**src/rtl/ram_arbiter_if.sv**
```systemverilog
// Bundle of fetch, load/store and single-port RAM signals around ram_arbiter.
// The slave modport is the arbiter's view; master is the surrounding system.
interface ram_arbiter_if #(
  parameter int unsigned AW = 32
) ();
  logic          if_req;
  logic [AW-1:0] if_addr;
  logic          if_flush;
  logic          if_gnt;
  logic          if_rvalid;
  logic [31:0]   if_rdata;

  logic          ls_req;
  logic          ls_we;
  logic [3:0]    ls_byte_we;
  logic [AW-1:0] ls_addr;
  logic [31:0]   ls_wdata;
  logic          ls_gnt;
  logic          ls_rvalid;
  logic [31:0]   ls_rdata;
  logic          ls_err;

  logic          ram_cs;
  logic          ram_we;
  logic          ram_re;
  logic [3:0]    ram_byte_we;
  logic [31:0]   ram_addr;
  logic [31:0]   ram_wdata;
  logic [31:0]   ram_rdata;

  modport slave (
    input  if_req, if_addr, if_flush,
    output if_gnt, if_rvalid, if_rdata,
    input  ls_req, ls_we, ls_byte_we, ls_addr, ls_wdata,
    output ls_gnt, ls_rvalid, ls_rdata, ls_err,
    output ram_cs, ram_we, ram_re, ram_byte_we, ram_addr, ram_wdata,
    input  ram_rdata
  );

  modport master (
    output if_req, if_addr, if_flush,
    input  if_gnt, if_rvalid, if_rdata,
    output ls_req, ls_we, ls_byte_we, ls_addr, ls_wdata,
    input  ls_gnt, ls_rvalid, ls_rdata, ls_err,
    input  ram_cs, ram_we, ram_re, ram_byte_we, ram_addr, ram_wdata,
    output ram_rdata
  );
endinterface

```
**src/rtl/ram_arbiter.sv**
```systemverilog
// Arbitrates instruction fetch and load/store onto one single-port RAM.
// LS wins by default; IF is promoted after STARVE_MAX consecutive denials.
module ram_arbiter #(
  parameter int unsigned STARVE_MAX = 4,
  parameter int unsigned AW         = 32
) (
  input logic           clk,
  input logic           rst,
  ram_arbiter_if.slave  bus
);
  localparam int unsigned CW = $clog2(STARVE_MAX + 1);

  typedef enum logic [1:0] {TagNone, TagIf, TagLs} tag_e;

  tag_e          tag_q, tag_d;
  logic [CW-1:0] starve_q, starve_d;
  logic          err_q, err_d;
  logic [31:0]   if_hold_q, ls_hold_q;
  logic          promote, if_gnt, ls_gnt, byte_we_ok;
  logic [AW-1:0] if_word, ls_word;

  assign if_word = bus.if_addr >> 2;
  assign ls_word = bus.ls_addr >> 2;

  always_comb begin
    byte_we_ok = 1'b0;
    case (bus.ls_byte_we)
      4'b0001, 4'b0010, 4'b0100, 4'b1000, 4'b0011, 4'b1100, 4'b1111: byte_we_ok = 1'b1;
      default: byte_we_ok = 1'b0;
    endcase
  end

  always_ff @(posedge clk or negedge rst) begin
    if (!rst) begin
      tag_q     <= TagNone;
      starve_q  <= '0;
      err_q     <= 1'b0;
      if_hold_q <= '0;
      ls_hold_q <= '0;
    end else begin
      tag_q    <= tag_d;
      starve_q <= starve_d;
      err_q    <= err_d;
      if (bus.if_rvalid) if_hold_q <= bus.ram_rdata;
      if (bus.ls_rvalid) ls_hold_q <= bus.ram_rdata;
    end
  end

  // Everything combinational is gated by rst so reset clears outputs without waiting for an edge.
  always_comb begin
    promote         = 1'b0;
    ls_gnt          = 1'b0;
    if_gnt          = 1'b0;
    tag_d           = TagNone;
    starve_d        = '0;
    err_d           = 1'b0;
    bus.ram_cs      = 1'b0;
    bus.ram_we      = 1'b0;
    bus.ram_re      = 1'b0;
    bus.ram_byte_we = 4'b0000;
    bus.ram_addr    = '0;
    bus.ram_wdata   = '0;
    if (rst) begin
      promote = bus.if_req && (starve_q == CW'(STARVE_MAX));
      ls_gnt  = bus.ls_req && !promote;
      if_gnt  = bus.if_req && !ls_gnt;
      if (if_gnt) begin
        bus.ram_cs   = 1'b1;
        bus.ram_re   = 1'b1;
        bus.ram_addr = 32'(if_word);
        tag_d        = TagIf;
      end else if (ls_gnt && !bus.ls_we) begin
        bus.ram_cs   = 1'b1;
        bus.ram_re   = 1'b1;
        bus.ram_addr = 32'(ls_word);
        tag_d        = TagLs;
      end else if (ls_gnt && byte_we_ok) begin
        bus.ram_cs      = 1'b1;
        bus.ram_we      = 1'b1;
        bus.ram_byte_we = bus.ls_byte_we;
        bus.ram_addr    = 32'(ls_word);
        bus.ram_wdata   = bus.ls_wdata;
      end else if (ls_gnt) begin
        // Illegal write: accepted but dropped, reported next cycle.
        err_d = 1'b1;
      end
      if (bus.if_req && !if_gnt) begin
        starve_d = (starve_q == CW'(STARVE_MAX)) ? starve_q : starve_q + CW'(1);
      end
    end
  end

  always_comb begin
    bus.if_gnt    = if_gnt;
    bus.ls_gnt    = ls_gnt;
    // A flush in the response cycle swallows the fetch data.
    bus.if_rvalid = (tag_q == TagIf) && !bus.if_flush;
    bus.ls_rvalid = (tag_q == TagLs);
    bus.if_rdata  = bus.if_rvalid ? bus.ram_rdata : if_hold_q;
    bus.ls_rdata  = bus.ls_rvalid ? bus.ram_rdata : ls_hold_q;
    bus.ls_err    = err_q;
  end
endmodule

```
**src/flat_wrapper.sv**
```systemverilog
// flat-port wrapper written by rule: the top's interface ports become plain ports
module ram_arbiter_flat 
#(
  parameter int unsigned STARVE_MAX = 4,
  parameter int unsigned AW         = 32
)
  (clk, rst, bus_if_req, bus_if_addr, bus_if_flush, bus_if_gnt, bus_if_rvalid, bus_if_rdata, bus_ls_req, bus_ls_we, bus_ls_byte_we, bus_ls_addr, bus_ls_wdata, bus_ls_gnt, bus_ls_rvalid, bus_ls_rdata, bus_ls_err, bus_ram_cs, bus_ram_we, bus_ram_re, bus_ram_byte_we, bus_ram_addr, bus_ram_wdata, bus_ram_rdata);
  ram_arbiter_if #(.AW(AW)) bus_i ();
  input logic clk;
  input logic rst;
  input wire logic [$bits(bus_i.if_req)-1:0] bus_if_req;
  input wire logic [$bits(bus_i.if_addr)-1:0] bus_if_addr;
  input wire logic [$bits(bus_i.if_flush)-1:0] bus_if_flush;
  output wire logic [$bits(bus_i.if_gnt)-1:0] bus_if_gnt;
  output wire logic [$bits(bus_i.if_rvalid)-1:0] bus_if_rvalid;
  output wire logic [$bits(bus_i.if_rdata)-1:0] bus_if_rdata;
  input wire logic [$bits(bus_i.ls_req)-1:0] bus_ls_req;
  input wire logic [$bits(bus_i.ls_we)-1:0] bus_ls_we;
  input wire logic [$bits(bus_i.ls_byte_we)-1:0] bus_ls_byte_we;
  input wire logic [$bits(bus_i.ls_addr)-1:0] bus_ls_addr;
  input wire logic [$bits(bus_i.ls_wdata)-1:0] bus_ls_wdata;
  output wire logic [$bits(bus_i.ls_gnt)-1:0] bus_ls_gnt;
  output wire logic [$bits(bus_i.ls_rvalid)-1:0] bus_ls_rvalid;
  output wire logic [$bits(bus_i.ls_rdata)-1:0] bus_ls_rdata;
  output wire logic [$bits(bus_i.ls_err)-1:0] bus_ls_err;
  output wire logic [$bits(bus_i.ram_cs)-1:0] bus_ram_cs;
  output wire logic [$bits(bus_i.ram_we)-1:0] bus_ram_we;
  output wire logic [$bits(bus_i.ram_re)-1:0] bus_ram_re;
  output wire logic [$bits(bus_i.ram_byte_we)-1:0] bus_ram_byte_we;
  output wire logic [$bits(bus_i.ram_addr)-1:0] bus_ram_addr;
  output wire logic [$bits(bus_i.ram_wdata)-1:0] bus_ram_wdata;
  input wire logic [$bits(bus_i.ram_rdata)-1:0] bus_ram_rdata;
  assign bus_i.if_req = bus_if_req;
  assign bus_i.if_addr = bus_if_addr;
  assign bus_i.if_flush = bus_if_flush;
  assign bus_if_gnt = bus_i.if_gnt;
  assign bus_if_rvalid = bus_i.if_rvalid;
  assign bus_if_rdata = bus_i.if_rdata;
  assign bus_i.ls_req = bus_ls_req;
  assign bus_i.ls_we = bus_ls_we;
  assign bus_i.ls_byte_we = bus_ls_byte_we;
  assign bus_i.ls_addr = bus_ls_addr;
  assign bus_i.ls_wdata = bus_ls_wdata;
  assign bus_ls_gnt = bus_i.ls_gnt;
  assign bus_ls_rvalid = bus_i.ls_rvalid;
  assign bus_ls_rdata = bus_i.ls_rdata;
  assign bus_ls_err = bus_i.ls_err;
  assign bus_ram_cs = bus_i.ram_cs;
  assign bus_ram_we = bus_i.ram_we;
  assign bus_ram_re = bus_i.ram_re;
  assign bus_ram_byte_we = bus_i.ram_byte_we;
  assign bus_ram_addr = bus_i.ram_addr;
  assign bus_ram_wdata = bus_i.ram_wdata;
  assign bus_i.ram_rdata = bus_ram_rdata;
  ram_arbiter #(.STARVE_MAX(STARVE_MAX), .AW(AW)) u_core (.clk(clk), .rst(rst), .bus(bus_i));
endmodule
```
**config.mk**
```make
export PLATFORM = sky130hd
export DESIGN_NAME = ram_arbiter_flat
export DESIGN_NICKNAME = d
export VERILOG_FILES = /design/src/rtl/ram_arbiter_if.sv /design/src/rtl/ram_arbiter.sv /design/src/flat_wrapper.sv
export SDC_FILE = /design/constraint.sdc
export NUM_CORES = 1
export LEC_CHECK = 0
export CAP_MARGIN = 20
export CORE_ASPECT_RATIO = 0.6
export CORE_MARGIN = 8
export CORE_UTILIZATION = 33
export DETAILED_ROUTE_END_ITERATION = 8
export PLACE_DENSITY = 0.93
export SLEW_MARGIN = 20
export SYNTH_ARGS = -nofsm -noshare
export SYNTH_HDL_FRONTEND = slang
export SYNTH_SLANG_ARGS = --single-unit
export TNS_END_PERCENT = 100
```
**constraint.sdc**
```tcl
create_clock -name clk -period 1.9 [get_ports clk]
set_input_delay 0.38 -clock clk [delete_from_list [all_inputs] [get_ports clk]]
set_output_delay 0.38 -clock clk [all_outputs]
set_load 0.05 [all_outputs]
```
==> summary.txt, run 1 <==
Global route
  • Gr ovfl total: 0
  • GRT Total Usage: 30.0%
  • Number of global-route vias before repair: 4502
  • First-pass GRT wire length: 30.9 mm
  • Antenna violations before repair: 1
  • Largest net degree at the start of global routing: 48

Critical path
  • Top cell family by delay on the critical path: buffers and inverters
  • Setup CP Type: flip-flop to primary output
  • Critical-path cell list: inv_2 > ha_4 > nand3_4 > nand4_1 > buf_6 > a21oi_4 > buf_6 > and2_4 > buf_12
  • Crit path buf inv count: 4
  • Crit-path max FO: 5
  • Most used cell, CP: buf_6
  • CP arrival: 2060 ps
  • Slowest CP cell: dfrtp_1
  • Worst endpoint required time: 1520 ps
  • Endpoint class of the critical path: primary output
  • Critical path launch point type: flip-flop
  • CP max stage delay: 400 ps
  • R2R Setup Slk: 160 ps

Placed design
  • Port Buffer Count: 271
  • Worst slack, placed: -917 ps
  • Placed cell count: 668
  • Dpl hpwl: 12.6 mm
  • Cell Area, Placed: 7030 µm²
  • Routability cong.: 0.819

Route
  • Total Wirelength: 23.9 mm
  • Avg Vias per Cell: 5.19
  • Metal3 WL: 2.05 mm
  • Met2 WL: 12.2 mm
  • DR WL/cell: 31.9 µm
  • Initial DRC Count: 196
  • Remaining antenna violation count after routing: 0
  • Detailed-route DRC error count: 0
  • Highest routed metal layer: met5
  • DR pass1 iterations: 4
  • Met1 wire length: 8.48 mm
  • Via count: 3888

Floorplan
  • DIE AREA: 13800 µm²
  • Core area: 9880 µm²
  • Die W: 146 µm
  • Num rows: 28
  • Die height: 94.2 µm
  • I/O pin count: 278
  • Initial Utilization: 34.0%

Finish
  • Finished Cell Area: 9120 µm²
  • Nets: 749
  • Share of layout cells above drive strength 1: 64.8%
  • Final Util: 92.3%
  • Layout Cells excl Fill: 749
  • ANT cells: 0
  • Area grow syn2layout: 171%

Synthesis
  • Synth top area share: 52.1%
  • Seq cells post-synth: 70
  • Synth Instances: 253
  • Cell accounting for the most synthesized area: dfrtp_1
  • Top cells by area, synth: dfrtp_1 (52%), mux2_2 (21%), a22o_2 (8.9%), and2_1 (6.5%), buf_6 (2.0%)
  • Syn Area/Cell: 13.3 µm²
  • Register area share after synthesis: 52.1%
  • Synth Cell Area: 3360 µm²
  • Ys Warns: 0
  • Netlist cell types: 28

Clock network
  • CTS clk-pin slew, worst paths: 60 ps
  • TritonCTS clock tree: yes
  • Number of buffers created by CTS: 9
  • Clock latency on the worst-skew pair: 310 ps
  • Clk buf depth: 2
  • Sink Count: 70
  • Root Driver: clkbuf_16
  • CTS H-tree depth: 3

Outcome
  • Status: finished with violations
  • Failing checks: negative setup slack

Power and ir drop
  • Pleak: 4.19 nW
  • PD cells: 875 nW/µm²
  • Total power: 7.98 mW
  • Maximum VDD drop: 621 µV

Timing
  • Setup Skew: 5.66 ps
  • RSZ-0062 raised after global routing: yes
  • Final period utilization: 128%
  • Worst Tran Pin Value: 604 ps
  • Minimum clock period: 2440 ps
  • Slack of the critical path: -539 ps
  • Final hold slack: 144 ps
  • Fin Setup TNS: -50110 ps
  • Final Hold Violating Endpoints: 0
  • Slew Viols, Final: 0
  • Final setup fails: 136
  • Worst rel slew slack: 59.8%
  • Highest Clock Rate: 410 MHz

Job
  • Total of max-cap violations: 0

Hold path
  • Min-delay worst type: input pin to asynchronous set/reset pin
-- final cells by class --
cell class,instances,area (µm²)
well taps,135,169
clock inverters,6,70.1
fillers,290,758
flip-flops and latches,70,1750
repair buffers,360,4710
multi-input cells,162,2150
inverters,6,27.5
clock buffers,10,239
-- cells in the mapped netlist (all sizes together) --
master   n
a22o    30
nand2    3
a21oi    3
nor3     1
dfrtp   70
ha       2
nor2     5
mux2    64
a31oi    1
nor3b    3
buf     15
or2      2
and2    36
nand3    3
inv      6
mux2i    1
nand4    1
conb     1
nand2b   1
and3     1
o21ai    1
clkbuf   3
-- power breakdown --
part           total [mW]  internal (mW)  switching (mW)
clock network        1.70           1.06           0.639
registers            1.93           1.80           0.136
logic                4.35           2.04            2.31
-- worst paths after layout --
path / startpoint / end / cells past startpoint
worst max-delay path: u_core.starve_q[1]$_DFFE_PN0P_ / bus_ram_wdata[12] / 9
worst min-delay path: rst / u_core.if_hold_q[5]$_DFF_PN0_ / 2
worst max register to register: u_core.tag_q[1]$_DFF_PN0_ / u_core.if_hold_q[7]$_DFF_PN0_ / 6
worst min register to register: u_core.if_hold_q[11]$_DFF_PN0_ / u_core.if_hold_q[11]$_DFF_PN0_ / 1
max in group asynchronous: rst / u_core.if_hold_q[13]$_DFF_PN0_ / 3
min in group clk: u_core.if_hold_q[11]$_DFF_PN0_ / u_core.if_hold_q[11]$_DFF_PN0_ / 1
-- sequential cells by signal, summed over array words and instances (netlist names) --
name and count:
u_core.if_hold_q 32, u_core.ls_hold_q 32, u_core.starve_q 3, u_core.tag_q 2, u_core.bus.ls_err 1
-- worst reg2reg max path: cells and delay by family (launching register included) --
family / cells / cell delay [ps]
simple gates: 1 / 300
mux: 1 / 330
flops: 1 / 440
buf+inv: 4 / 560
-- layout by cell type (no fill, tap or decap), types with 3 or more instances in the layout --
master / synthesis / routed
clkdlybuf4s50_1: 0 / 125
buf_16: 0 / 3
buf_6: 6 / 32
dlygate4sd2_1: 0 / 5
dfrtp_1: 70 / 70
nor2_1: 4 / 3
buf_4: 2 / 52
buf_12: 0 / 81
and2_4: 0 / 36
clkinvlp_4: 0 / 3
clkbuf_16: 0 / 11
mux2_4: 0 / 64
a22o_4: 0 / 30
buf_8: 0 / 57
a21oi_4: 1 / 3
-- repair_timing --
item / 4_1_cts / 5_1_grt
cloned: 10 / 2
pin swaps: 9 / 25
setup buffers: 40 / 24
hold buffers: 0 / 0
endpoints found under the setup margin: 135 / 137
gates resized for setup: 256 / 41
-- cell families after synthesis --
kind of cell | Yosys count | synth area share [%]
flops | 70 | 52.1
mux | 65 | 21.8
simple gates | 56 | 10.1
compound gates | 35 | 10.6
buf+inv | 24 | 4.50
fa+ha+maj | 2 | 0.744
other cells | 1 | 0.112
-- routing by layer --
layer  GRT usage [%]  vias to the layer above
met1            33.1                     1969
met4            10.6                        2
met5               0                        -
met2            54.0                      243
li1                -                     1607
met3            10.0                       67
(Power assumes the default switching activity.)
==> inputs of run 2 (changes only) <==
--- a/config.mk
+++ b/config.mk
@@ -10,6 +10,7 @@
 export CORE_MARGIN = 8
 export CORE_UTILIZATION = 33
 export DETAILED_ROUTE_END_ITERATION = 8
+export MAX_ROUTING_LAYER = met4
 export PLACE_DENSITY = 0.93
 export SLEW_MARGIN = 20
 export SYNTH_ARGS = -nofsm -noshare
==> run 2 against run 1 <==
Against the previous run:
- critical endpoint unchanged
- worst setup slack improved by 7.8 ps
- count of clock-buffer cells in the layout unchanged
- via count up 0.69%
- the flow still finishes with violations (negative setup slack)
- global-route usage rose by 0.90 points
- clock skew shrank 1.3 ps
- maximum frequency rose by 0.32%
==> summary.txt, run 2 (synthesis results as in run 1) <==
Critical path
  • Worst r2r dst: u_core.if_hold_q[7]$_DFF_PN0_
  • Critical path launch point type: flip-flop
  • Setup CP Type: flip-flop to primary output
  • FF-to-FF Start: u_core.tag_q[1]$_DFF_PN0_
  • Critical-path cell list: inv_2 > ha_4 > nand3_4 > nand4_1 > buf_6 > a21oi_4 > buf_6 > and2_4 > buf_12
  • Crit path buf inv count: 4
  • CP arrival: 2050 ps
  • R2R Setup Slk: 160 ps
  • Reg2reg path depth: 6
  • Most used cell, CP: buf_6
  • Worst endpoint required time: 1520 ps
  • Slowest CP cell: dfrtp_1
  • CP max stage delay: 400 ps
  • Endpoint class of the critical path: primary output
  • Crit-path max FO: 5
  • Top cell family by delay on the critical path: buffers and inverters

Clock network
  • CTS clk-pin slew, worst paths: 60 ps
  • Clk buf depth: 2
  • CTS H-tree depth: 3
  • TritonCTS clock tree: yes
  • Clock latency on the worst-skew pair: 310 ps
  • CTS Hold Buffers Added: 0
  • Sink Count: 70
  • Root Driver: clkbuf_16
  • Number of buffers created by CTS: 9

Power and ir drop
  • Sw power: 3.08 mW
  • Pleak: 4.19 nW
  • Sequential Power Share: 24.2%
  • Sw Ratio: 38.6%
  • PD cells: 875 nW/µm²
  • P_int: 4.90 mW
  • Total power: 7.98 mW
  • Comb pwr share: 54.5%
  • Clk pwr share: 21.3%
  • Maximum VDD drop: 620 µV

Global route
  • First-pass GRT wire length: 30.8 mm
  • Largest net degree at the start of global routing: 48
  • Gr ovfl total: 0
  • GRT Total Usage: 31.0%
  • Number of global-route vias before repair: 4499
  • Antenna violations before repair: 1

Timing
  • Final Hold Violating Endpoints: 0
  • Setup Skew: 4.40 ps
  • Final setup fails: 136
  • Slew Viols, Final: 0
  • Worst Tran Pin Value: 600 ps
  • Final period utilization: 128%
  • Slack of the critical path: -532 ps
  • RSZ-0062 raised after global routing: yes
  • Minimum clock period: 2430 ps
  • Worst rel slew slack: 60.0%
  • Highest Clock Rate: 411 MHz

Floorplan
  • Initial Utilization: 34.0%
  • Num rows: 28
  • Core area: 9880 µm²
  • I/O pin count: 278
  • Die height: 94.2 µm
  • DIE AREA: 13800 µm²
  • Die W: 146 µm

Finish
  • Area grow syn2layout: 171%
  • Nets: 749
  • Most common cell after layout, fill and taps aside: clkdlybuf4s50_1
  • Layout Cells excl Fill: 750
  • Layout fillers: 290
  • Share of layout cells above drive strength 1: 64.8%
  • Biggest regs: u_core.if_hold_q x32, u_core.ls_hold_q x32, u_core.starve_q x3
  • Most frequent cells in the layout: clkdlybuf4s50_1 (125), buf_12 (81), dfrtp_1 (70)

Route
  • Total Wirelength: 23.9 mm
  • Remaining antenna violation count after routing: 0
  • Initial DRC Count: 215
  • DR WL/cell: 31.9 µm
  • Detailed-route DRC error count: 0
  • Avg Vias per Cell: 5.22
  • DR pass1 iterations: 4
  • Via count: 3915

Placed design
  • Placed cell count: 668
  • Dpl hpwl: 12.6 mm
  • Worst slack, placed: -917 ps
  • Routability cong.: 0.831
  • Port Buffer Count: 271

Job
  • Total of max-cap violations: 0

Outcome
  • Status: finished with violations
  • Failing checks: negative setup slack

Hold path
  • Min-delay worst type: input pin to asynchronous set/reset pin
run 2: routing by layer:
layer  vias to the layer above  track usage [%]  routed length [µm]
met5                         -                -                   0
met4                         0             10.6                1060
met3                        62             9.81                1950
met2                       236             54.1               12300
met1                      2005             33.2                8650
li1                       1612                -                   -
run 2: per-stage QoR:
stage / utilization [%] / TNS (ps) / instance area (µm²) / hold WS, ps
3_5_place_dp: 71.2 / -66870 / 7030 / 449
6_report: 92.4 / -49800 / 9120 / 155
4_1_cts: 90.3 / -37470 / 8920 / 130
3_3_place_gp: 71.2 / -61410 / 7030 / 446
5_1_grt: 92.4 / -54640 / 9120 / 170
2_1_floorplan: - / -2310 / 3480 / 84.4
run 2: area by class of cell:
type | count | area [µm²] | area share, %
repair buffers | 360 | 4710 | 51.6
inverters | 6 | 27.5 | 0.302
clock buffers | 10 | 239 | 2.62
well taps | 135 | 169 | 1.85
clock inverters | 6 | 70.1 | 0.768
diodes | 1 | 2.50 | 0.0274
multi-input cells | 162 | 2150 | 23.6
flip-flops and latches | 70 | 1750 | 19.2
run 2: how the worst max path moves through the flow:
stage               slack, ps            endpoint                      startpoint  cells after the start
floorplan                 -90     bus_ram_addr[0]  u_core.starve_q[0]$_DFFE_PN0P_                      6
global placement         -810  bus_ram_byte_we[3]               bus_ls_byte_we[3]                      6
detailed placement       -920  bus_ram_byte_we[1]               bus_ls_byte_we[3]                      6
CTS                      -360    bus_ram_wdata[0]  u_core.starve_q[1]$_DFFE_PN0P_                      9
global route             -560   bus_ram_wdata[12]  u_core.starve_q[1]$_DFFE_PN0P_                      9
finish                   -530   bus_ram_wdata[12]  u_core.starve_q[1]$_DFFE_PN0P_                      9
run 2: repair_timing:
action	CTS	global route
pin swaps	9	25
endpoints found under the setup margin	135	137
setup buffers	40	24
cloned	10	2
resized for setup	256	41
run 2: power groups by stage:
| stage | Sequential (mW) | Clock [mW] | Combinational, mW |
|---|---|---|---|
| final | 1.93 | 1.70 | 4.35 |
| after global placement | 1.88 | 0 | 3.07 |
| after CTS | 1.89 | 1.70 | 4.00 |
| after global routing | 1.95 | 1.77 | 4.45 |
| after detailed placement | 1.90 | 0 | 3.12 |
| after floorplan | 1.87 | 0 | 1.88 |
